===== src/rtl/rgbled_ws281x_tx.sv =====
// WS281x single-wire NRZ encoder: serialises 24-bit pixels MSB-first and
// closes each frame with a low latch gap on dout_o.
module rgbled_ws281x_tx #(
    parameter int T0HCycles   = 20,
    parameter int T1HCycles   = 40,
    parameter int BitCycles   = 63,
    parameter int LatchCycles = 4000
) (
    input  logic        clk_sys,
    input  logic        rst_sys_n,
    input  logic        go_i,
    output logic        idle_o,
    input  logic [23:0] data_i,
    input  logic        data_valid_i,
    input  logic        data_last_i,
    output logic        data_ack_o,
    output logic        dout_o,
    output logic [1:0]  state_dbg_o
);

    localparam int CycW = $clog2(BitCycles + 1);
    localparam int LatW = $clog2(LatchCycles + 1);
    localparam logic [CycW-1:0] CycLast = CycW'(BitCycles - 1);
    localparam logic [CycW-1:0] T0High  = CycW'(T0HCycles);
    localparam logic [CycW-1:0] T1High  = CycW'(T1HCycles);
    localparam logic [LatW-1:0] LatLast = LatW'(LatchCycles - 1);

    typedef enum logic [1:0] {
        ST_IDLE  = 2'd0,
        ST_SEND  = 2'd1,
        ST_LATCH = 2'd2
    } state_e;

    state_e            state_q, state_d;
    logic [23:0]       shift_q, shift_d;
    logic              last_q, last_d;
    logic [4:0]        bit_q, bit_d;
    logic [CycW-1:0]   cyc_q, cyc_d;
    logic [LatW-1:0]   lat_q, lat_d;
    logic              dout_q, dout_d;
    logic              ack;

    always_ff @(posedge clk_sys or negedge rst_sys_n) begin
        if (!rst_sys_n) begin
            state_q <= ST_IDLE;
            shift_q <= '0;
            last_q  <= 1'b0;
            bit_q   <= '0;
            cyc_q   <= '0;
            lat_q   <= '0;
            dout_q  <= 1'b0;
        end else begin
            state_q <= state_d;
            shift_q <= shift_d;
            last_q  <= last_d;
            bit_q   <= bit_d;
            cyc_q   <= cyc_d;
            lat_q   <= lat_d;
            dout_q  <= dout_d;
        end
    end

    // Handshake: data_valid_i/data_i/data_last_i are held by the source until
    // data_ack_o is high in a cycle; the pixel is taken at the end of that cycle.
    // Acks happen only in IDLE (with go_i) or in the final cycle of bit 23.
    always_comb begin
        state_d = state_q;
        shift_d = shift_q;
        last_d  = last_q;
        bit_d   = bit_q;
        cyc_d   = cyc_q;
        lat_d   = lat_q;
        ack     = 1'b0;
        unique case (state_q)
            ST_IDLE: begin
                if (go_i && data_valid_i) begin
                    ack     = 1'b1;
                    shift_d = data_i;
                    last_d  = data_last_i;
                    bit_d   = '0;
                    cyc_d   = '0;
                    state_d = ST_SEND;
                end
            end
            ST_SEND: begin
                if (cyc_q == CycLast) begin
                    cyc_d = '0;
                    if (bit_q == 5'd23) begin
                        if (!last_q && data_valid_i) begin
                            ack     = 1'b1;
                            shift_d = data_i;
                            last_d  = data_last_i;
                            bit_d   = '0;
                        end else begin
                            // Either the frame is complete or the source ran dry.
                            lat_d   = '0;
                            state_d = ST_LATCH;
                        end
                    end else begin
                        shift_d = {shift_q[22:0], 1'b0};
                        bit_d   = bit_q + 5'd1;
                    end
                end else begin
                    cyc_d = cyc_q + CycW'(1);
                end
            end
            ST_LATCH: begin
                if (lat_q == LatLast) begin
                    lat_d   = '0;
                    state_d = ST_IDLE;
                end else begin
                    lat_d = lat_q + LatW'(1);
                end
            end
            default: state_d = ST_IDLE;
        endcase
        // The line level is registered, so it is derived from the next state.
        dout_d = (state_d == ST_SEND) && (cyc_d < (shift_d[23] ? T1High : T0High));
    end

    // Gated by reset so the ack cannot pulse while the flops are held.
    assign data_ack_o  = ack && rst_sys_n;
    assign dout_o      = dout_q;
    assign idle_o      = (state_q == ST_IDLE);
    assign state_dbg_o = state_q;

endmodule


===== config.mk =====
export PLATFORM = sky130hd
export DESIGN_NAME = rgbled_ws281x_tx
export DESIGN_NICKNAME = d
export VERILOG_FILES = /design/src/rtl/rgbled_ws281x_tx.sv
export SDC_FILE = /design/constraint.sdc
export NUM_CORES = 1
export LEC_CHECK = 0
export CELL_PAD_IN_SITES_DETAIL_PLACEMENT = 2
export CELL_PAD_IN_SITES_GLOBAL_PLACEMENT = 2
export CORE_MARGIN = 8
export CORE_UTILIZATION = 31
export CTS_CLUSTER_SIZE = 14
export DETAILED_ROUTE_END_ITERATION = 10
export HOLD_SLACK_MARGIN = 0.06
export PLACE_DENSITY_LB_ADDON = 0.05
export SLEW_MARGIN = 20
export SYNTH_ARGS = -nofsm -noshare
export SYNTH_HDL_FRONTEND = slang
export SYNTH_SLANG_ARGS = --single-unit
export TNS_END_PERCENT = 5

===== constraint.sdc =====
create_clock -name clk_sys -period 2.3 [get_ports clk_sys]
set_input_delay 0.46 -clock clk_sys [delete_from_list [all_inputs] [get_ports clk_sys]]
set_output_delay 0.46 -clock clk_sys [all_outputs]
set_load 0.05 [all_outputs]

### Yosys cells after proc, flatten, opt, wreduce, memory -nomap -nowiden

Cells that the tools add are included.

* register bits: 51
* input port bits: 29
* output and inout bits: 5
* logic and storage cells: 70

* add/sub/neg operators: 3
* order comparisons: 1
* eq/ne operators: 12
* multiplexer cells: 35
* reductions and logical operators: 11

Operators with widths (count)
* two-way mux 24 bit: 4
* two-way mux 12 bit: 4
* case mux 24 bit (2 select lines): 1
* case mux 12 bit (2 select lines): 1
* two-way mux 5 bit: 4
* two-way mux 6 bit: 3
* adder 12 x 1 -> 12 bit (second input constant): 1
* == test 12 bit (second input constant): 1
* case mux 6 bit (2 select lines): 1
* two-way mux 2 bit: 5
* case mux 5 bit (2 select lines): 1
* two-way mux 1 bit: 8
* != test 2 bit (second input constant): 4
* AND reduction 4 bit: 2
* adder 6 x 1 -> 6 bit (second input constant): 1
* == test 6 bit (second input constant): 1
* less-than comparator 6 bit: 1
* case mux 2 bit (3 select lines): 1
* adder 5 x 1 -> 5 bit (second input constant): 1
* == test 5 bit (second input constant): 1
* AND reduction 5 bit: 1
* == test 2 x 1 -> 1 bit (second input constant): 2
* logical AND 1 bit: 4
* case mux 1 bit (2 select lines): 2
* 6 further kinds: 7

### Logic depth before layout (Yosys ltp)

Gate-level depths: netlist of the first run.

* depth after elaboration: 9
* mapped depth: 11
* mapped depth without buffers: 10

### Worst setup path before layout of the first run

OpenSTA, ideal clock, no wires.

* path type: flip-flop to output port
* start: register state_q[1] (netlist: state_dbg_o[1])
* end: output data_ack_o
* data arrival time: 2.534 ns
* data required time: 1.840 ns
* slack: -0.694 ns
* stages on the path, launching flop included: 7
* buffers on the path: 2
* path through: dfrtp_1 -> buf_2 -> nor2_1 -> nand3_1 -> o41ai_4 -> buf_6 -> and2_1

* longest elaborated chain between the ends: 3
* elaborated cells between the ends (all ways): 4
* classes of those cells: 1 x eq/ne; 1 x mux; 2 x reduce/logical

RTL lines
* start: declaration: RTL line 34 `state_e state_q, state_d;`
* start signal: assignment: RTL line 53 `state_q <= state_d;`
* zero test 2 bit
* via idle_o: RTL line 12 `output logic idle_o,`
* case mux 1 bit (2 select lines): RTL line 74 `unique case (state_q)`
* logical AND 1 bit: RTL line 122 `assign data_ack_o = ack && rst_sys_n;`
* end: declaration: RTL line 16 `output logic data_ack_o,`

The timed path passes the listed nets, and every way through them passes these cells.

### Final worst setup path of the first run

* start: register bit_q[1]
* end: output data_ack_o

* longest elaborated chain between the ends: 5

RTL lines
* start: declaration: RTL line 37 `logic [4:0] bit_q, bit_d;`
* start signal: assignment: RTL line 56 `bit_q <= bit_d;`
* == test 5 bit: RTL line 88 `if (bit_q == 5'd23) begin`
* two-way mux 1 bit: RTL line 88
* two-way mux 1 bit: RTL line 86 `if (cyc_q == CycLast) begin`
* case mux 1 bit (2 select lines): RTL line 74
* logical AND 1 bit: RTL line 122

No other way between the ends.

==> results of run 1 <==
-- registers in the layout (all words and copies together) (netlist names) --
name and cells:
shift_q 24, lat_q 12, cyc_q 6, bit_q 5, state_dbg_o 2, dout_o 1, last_q 1
-- per-layer routing --
| layer | global-route usage | routed length (um) |
|---|---|---|
| met1 | 0.1659 | 3323 |
| met2 | 0.2414 | 3827 |
| met3 | 0.02220 | 203 |
| met4 | 0.02412 | 31 |
| met5 | 0 | 0 |
-- timing repair --
action	4_1_cts	5_1_grt
setup endpoints to repair	2	2
pin swaps	3	4
resized for setup	3	6
buffers inserted	2	0
-- power by group --
group	switching (W)	internal, W	leakage [nW]
registers	0.000154	0.00113	0.602
clock network	0.000315	0.000359	0.0618
logic	0.000415	0.000461	0.942
total	0.000884	0.00195	1.61
-- worst reg2reg max path: cells and delay by family, from the launching register on --
family,cells,cell delay (ps)
AOI/OAI and AO/OA,4,680
adders and majority gates,2,440
buffers and inverters,1,160
DFF,1,390
and+or+nand+nor,3,550
-- final cells by class --
| type | count | share of cell area |
|---|---|---|
| clock buffer | 6 | 0.02448 |
| clock inverter | 2 | 0.01150 |
| inverter | 25 | 0.02782 |
| multi-input combinational | 170 | 0.3509 |
| sequential | 51 | 0.3791 |
| tap | 105 | 0.03895 |
| timing repair buffer | 64 | 0.1673 |
-- logic make-up after synthesis --
logic type,share of synthesized area
AND/OR/NAND/NOR,0.1580
adder cells (fa/ha/maj),0.03403
multiplexers,0.004375
AO/OA/AOI/OAI,0.2455
flip-flops,0.4959
buffers and inverters,0.06223
-- through the flow --
stage / TNS [ps] / worst slack [ps]
global route: -303.6 / -152.0
CTS: -63.86 / -42.47
detailed placement: -1507 / -281.0
global placement: -1682 / -204.6
floorplan: 0 / 2.286
finish: -29.76 / -29.76
-- how the worst max path moves through the flow --
stage	slack, ps	start	end
floorplan	2	state_dbg_o[1]	dout_o
finish	-30	bit_q[1]	data_ack_o
CTS	-40	bit_q[1]	data_ack_o
detailed placement	-280	data_valid_i	dout_o
global placement	-200	data_valid_i	dout_o
global route	-150	bit_q[1]	data_ack_o
-- placed cells by master, fill, tap and decap left out, drive strengths merged, types with 6 or more instances in the layout --
| master | netlist | routed |
|---|---|---|
| dfrtp | 51 | 51 |
| buf | 10 | 34 |
| o21ai | 33 | 33 |
| clkdlybuf4s50 | 0 | 29 |
| inv | 25 | 26 |
| a222oi | 22 | 22 |
| nand2 | 20 | 20 |
| nor2 | 14 | 14 |
| nand3 | 11 | 11 |
| a21oi | 7 | 7 |
| and3 | 7 | 7 |
| ha | 7 | 7 |
| clkbuf | 1 | 6 |
==> out/results.tsv, run 1 <==
metric	value	unit
final_cells	423	
dieWidth	107.1	um
crit_cells	6	
report.final.slew_viol_count	0	
gp_congestion	0.7017	
rows	33	
antenna_found_initial	0	
grt_max_degree	52	
r2r-start	bit_q[1]	
path_clk_slew	100	ps
holdWs	337.1	ps
drc	0	
max-vdd-ir-drop	0.0003558	V
final_core_util	0.4147	
antenna_left	0	
critPathKind	reg -> out	
port_buffers	33	
drive_gt1_frac	0.1855	
critPathSlowestCell	dfrtp_1	
initial_core_util	0.3164	
status	complete, but fails checks	
cp.required	1840	ps
num_io_pins	34	
nets	353	
synth_nets	293	
finalPower	0.002833	W
clkLatencyLatePin	300	ps
max_slew_margin	0.5436	
rsz0062_at_grt	yes	
hold_violations	0	
synth_seq_area_share	0.4959	
end_kind	primary output	
placed_area	3206	um^2
syn_area_per_cell	10.01	um^2
fillers	870	
cts_buffers	5	
netlist_area	2574	um^2
p_per_area	839.8	nW/um^2
cp_top_family	flip-flops	
postSynth.asyncResetShare	1.000	
die-area	11470	um^2
yosysTopAreaCellShare	0.4959	
firstDrtPassIters	5	
tightest_slew	684.5	ps
yosysTopAreaCell	dfrtp_1	
syn_inst	257	
fmaxAchievable	429.2	MHz
yosys-top-cells-count	dfrtp_1, o21ai_0, inv_1, a222oi_1, nand2_1	
worstHoldPathType	in -> async	
yosysMostFrequentCell	dfrtp_1	
clock_path_buffers	2	
yosysWarnings	0	
setup_viol	1	
synth_edf_count	0	
dp.cells	413	
design_area	3373	um^2
r2r_slack	10	ps
drt-total-wl	7387	um
critical_path.startpoint_type	register	
ctsHoldBuffers	0	
via_per_inst	5.418	
track_usage	0.1346	
cts_tree	built	
grt_pass1_wl	12660	um
worstPathMaxFanout	3	
skew	9.456	ps
slowest_delay	390	ps
cts.htree.levels	2	
first_iter_violations	85	
core-area	8134	um^2
antenna_cells	0	
cp.arrival	1870	ps
violations	setup timing	
wire_per_inst	17.46	um
regArea	1279	um^2
die_h	107.1	um
yosys-top-cells-area	dfrtp_1, a222oi_1, o21ai_0, inv_1, ha_1	
grt_remaining_overflow	0	
vias	2292	
cp_num_buf_inv	2	
clock_sinks	51	
path_cells	ha_2 -> nand4b_1 -> buf_4 -> o41ai_4 -> and2_4 -> buf_12	
ys.flop_type	dfrtp_1	
multi_input_area	1184	um^2
total_leakage_power	1.605	nW
synth_seq_cells	51	
synthDistinctLibCells	42	
drv_cap	0	
post-route-period-util	1.013	
cts-root-buf	clkbuf_8	
syn_to_final_growth	31.06	%
grt_pass1_vias	2577	
fin_crit	2330	ps
ff2ff_path_depth	10	
dp_hpwl	5273	um
r2r-end	dout_o	
fin_ws	-29.76	ps
No activity file was read; power rests on OpenSTA's default activity.
==> inputs of run 2 (changes only) <==
--- a/config.mk
+++ b/config.mk
@@ -8,11 +8,13 @@
 export CELL_PAD_IN_SITES_DETAIL_PLACEMENT = 2
 export CELL_PAD_IN_SITES_GLOBAL_PLACEMENT = 2
 export CORE_MARGIN = 8
-export CORE_UTILIZATION = 31
+export CORE_UTILIZATION = 36
 export CTS_CLUSTER_SIZE = 14
 export DETAILED_ROUTE_END_ITERATION = 10
+export DONT_BUFFER_PORTS = 1
 export HOLD_SLACK_MARGIN = 0.06
 export PLACE_DENSITY_LB_ADDON = 0.05
+export SKIP_CTS_REPAIR_TIMING = 1
 export SLEW_MARGIN = 20
 export SYNTH_ARGS = -nofsm -noshare
 export SYNTH_HDL_FRONTEND = slang
==> run 2 against run 1 <==
The run now ends clean. Cell area down 7.5%. Count of clock-buffer cells in the layout decreased by 1. Global-route usage is 0.31 points higher. Clock skew is 4.8 ps higher. Flip-flop and latch count did not move. Critical endpoint is now dout_o.
==> out/results.tsv, run 2 (synthesis results as in run 1) <==
metric	value	unit
wire_per_inst	18.22	um
first_iter_violations	102	
top_regs	shift_q (24), lat_q (12), cyc_q (6)	
critical_path.startpoint_type	register	
p_int	0.001890	W
firstDrtPassIters	5	
cp.arrival	2490	ps
tightest_slew	555.1	ps
clkLatencyLatePin	310	ps
num_io_pins	34	
final_common_cell	dfrtp_1	
clock_path_buffers	2	
setup_viol	0	
grt_pass1_vias	2310	
antenna_found_initial	0	
antenna_left	0	
dp_hpwl	4937	um
rows	31	
path_clk_slew	100	ps
status	complete, no violations	
post-route-period-util	0.9799	
gp_congestion	0.7462	
setup_tns	0	ps
top_register	shift_q	
die_h	100.6	um
final_cell_mix	dfrtp_1, o21ai_0, buf_4	
worstHoldPathType	in -> reg	
fin_crit	2254	ps
syn_to_final_growth	21.29	%
hold_violations	0	
cp.required	2540	ps
r2r-start	bit_q[1]	
skew	14.23	ps
initial_core_util	0.3626	
power_frac_clock	0.235	
nets	320	
worstHoldStart	data_last_i	
die-area	10110	um^2
final_core_util	0.4398	
drc	0	
finalPower	0.002789	W
final_cells	384	
critPathKind	reg -> reg	
max_slew_margin	0.6299	
rsz0062_at_grt	yes	
fmaxAchievable	443.7	MHz
clock_sinks	51	
drv_cap	0	
core-area	7098	um^2
report.final.slew_viol_count	0	
cts-root-buf	clkbuf_8	
cts_buffers	5	
drive_gt1_frac	0.2175	
p_switching	0.0008984	W
drt-total-wl	6998	um
total_leakage_power	1.448	nW
grt_pass1_wl	11250	um
share_seq_of_total_power	0.472	
cts_tree	built	
end_kind	register	
max-vdd-ir-drop	0.0003361	V
via_per_inst	5.581	
grt_remaining_overflow	0	
largest_reg_flops	24	
dieWidth	100.6	um
pwr-share-comb	0.293	
worstPathMaxFanout	4	
dp.cells	367	
cts.htree.levels	2	
antenna_cells	0	
port_buffers	0	
crit_path_start	bit_q[1]	
track_usage	0.1378	
grt_max_degree	53	
vias	2143	
p_per_area	893.3	nW/um^2
p_sw_frac	0.3222	
run 2: critical path, cell delays in order, from the launching register on:
cell and delay, ps:
dfrtp_1 380, ha_2 200, and4b_2 280, nand2_2 60, a21o_1 190, a31oi_2 180, buf_4 180, ha_4 200
and3_1 180, a22oi_1 160, o211a_1 180
run 2: metrics by stage:
| stage | instance area, um^2 | setup slack, ps | hold WS (ps) |
|---|---|---|---|
| after floorplan | 2587 | 2.286 | 164.4 |
| after global placement | 2825 | 78.52 | 167.1 |
| after detailed placement | 2825 | -3.575 | 167.4 |
| after CTS | 2940 | -77.88 | -178.5 |
| after global routing | 3122 | -57.40 | 262.3 |
| final | 3122 | 46.21 | 263.0 |
run 2: cell type report:
class	count	area, um^2
Fill cell	772	3976
Sequential cell	51	1279
Multi-Input combinational cell	170	1226
Timing Repair Buffer	31	284.0
Tap cell	99	123.9
Inverter	25	93.84
Clock buffer	5	68.82
Clock inverter	3	46.29
run 2: power by group through the flow:
stage	registers (W)	clock network [W]	logic, W
after floorplan	0.00129	0	0.000454
after global placement	0.00133	0	0.000599
after detailed placement	0.00134	0	0.000623
after CTS	0.00132	0.000675	0.000626
after global routing	0.00134	0.000708	0.000921
final	0.00132	0.000654	0.000817
run 2: worst paths after layout:
check | endpoint | slack (ps) | cells after the start
max in group asynchronous | state_dbg_o[0] | 1380 | 2
min | last_q | 260 | 2
min reg2reg | last_q | 470 | 2
max | dout_o | 50 | 10
min in group asynchronous | lat_q[1] | 680 | 2
max reg2reg | dout_o | 50 | 10
run 2: metal layers:
layer  track usage  vias to the layer above  part of all wire
li1              -                     1021                 -
met1        0.1594                     1088              0.45
met2        0.2477                       30              0.51
met3       0.03867                        4             0.036
met4       0.02442                        0            0.0056
met5             0                        -                 0
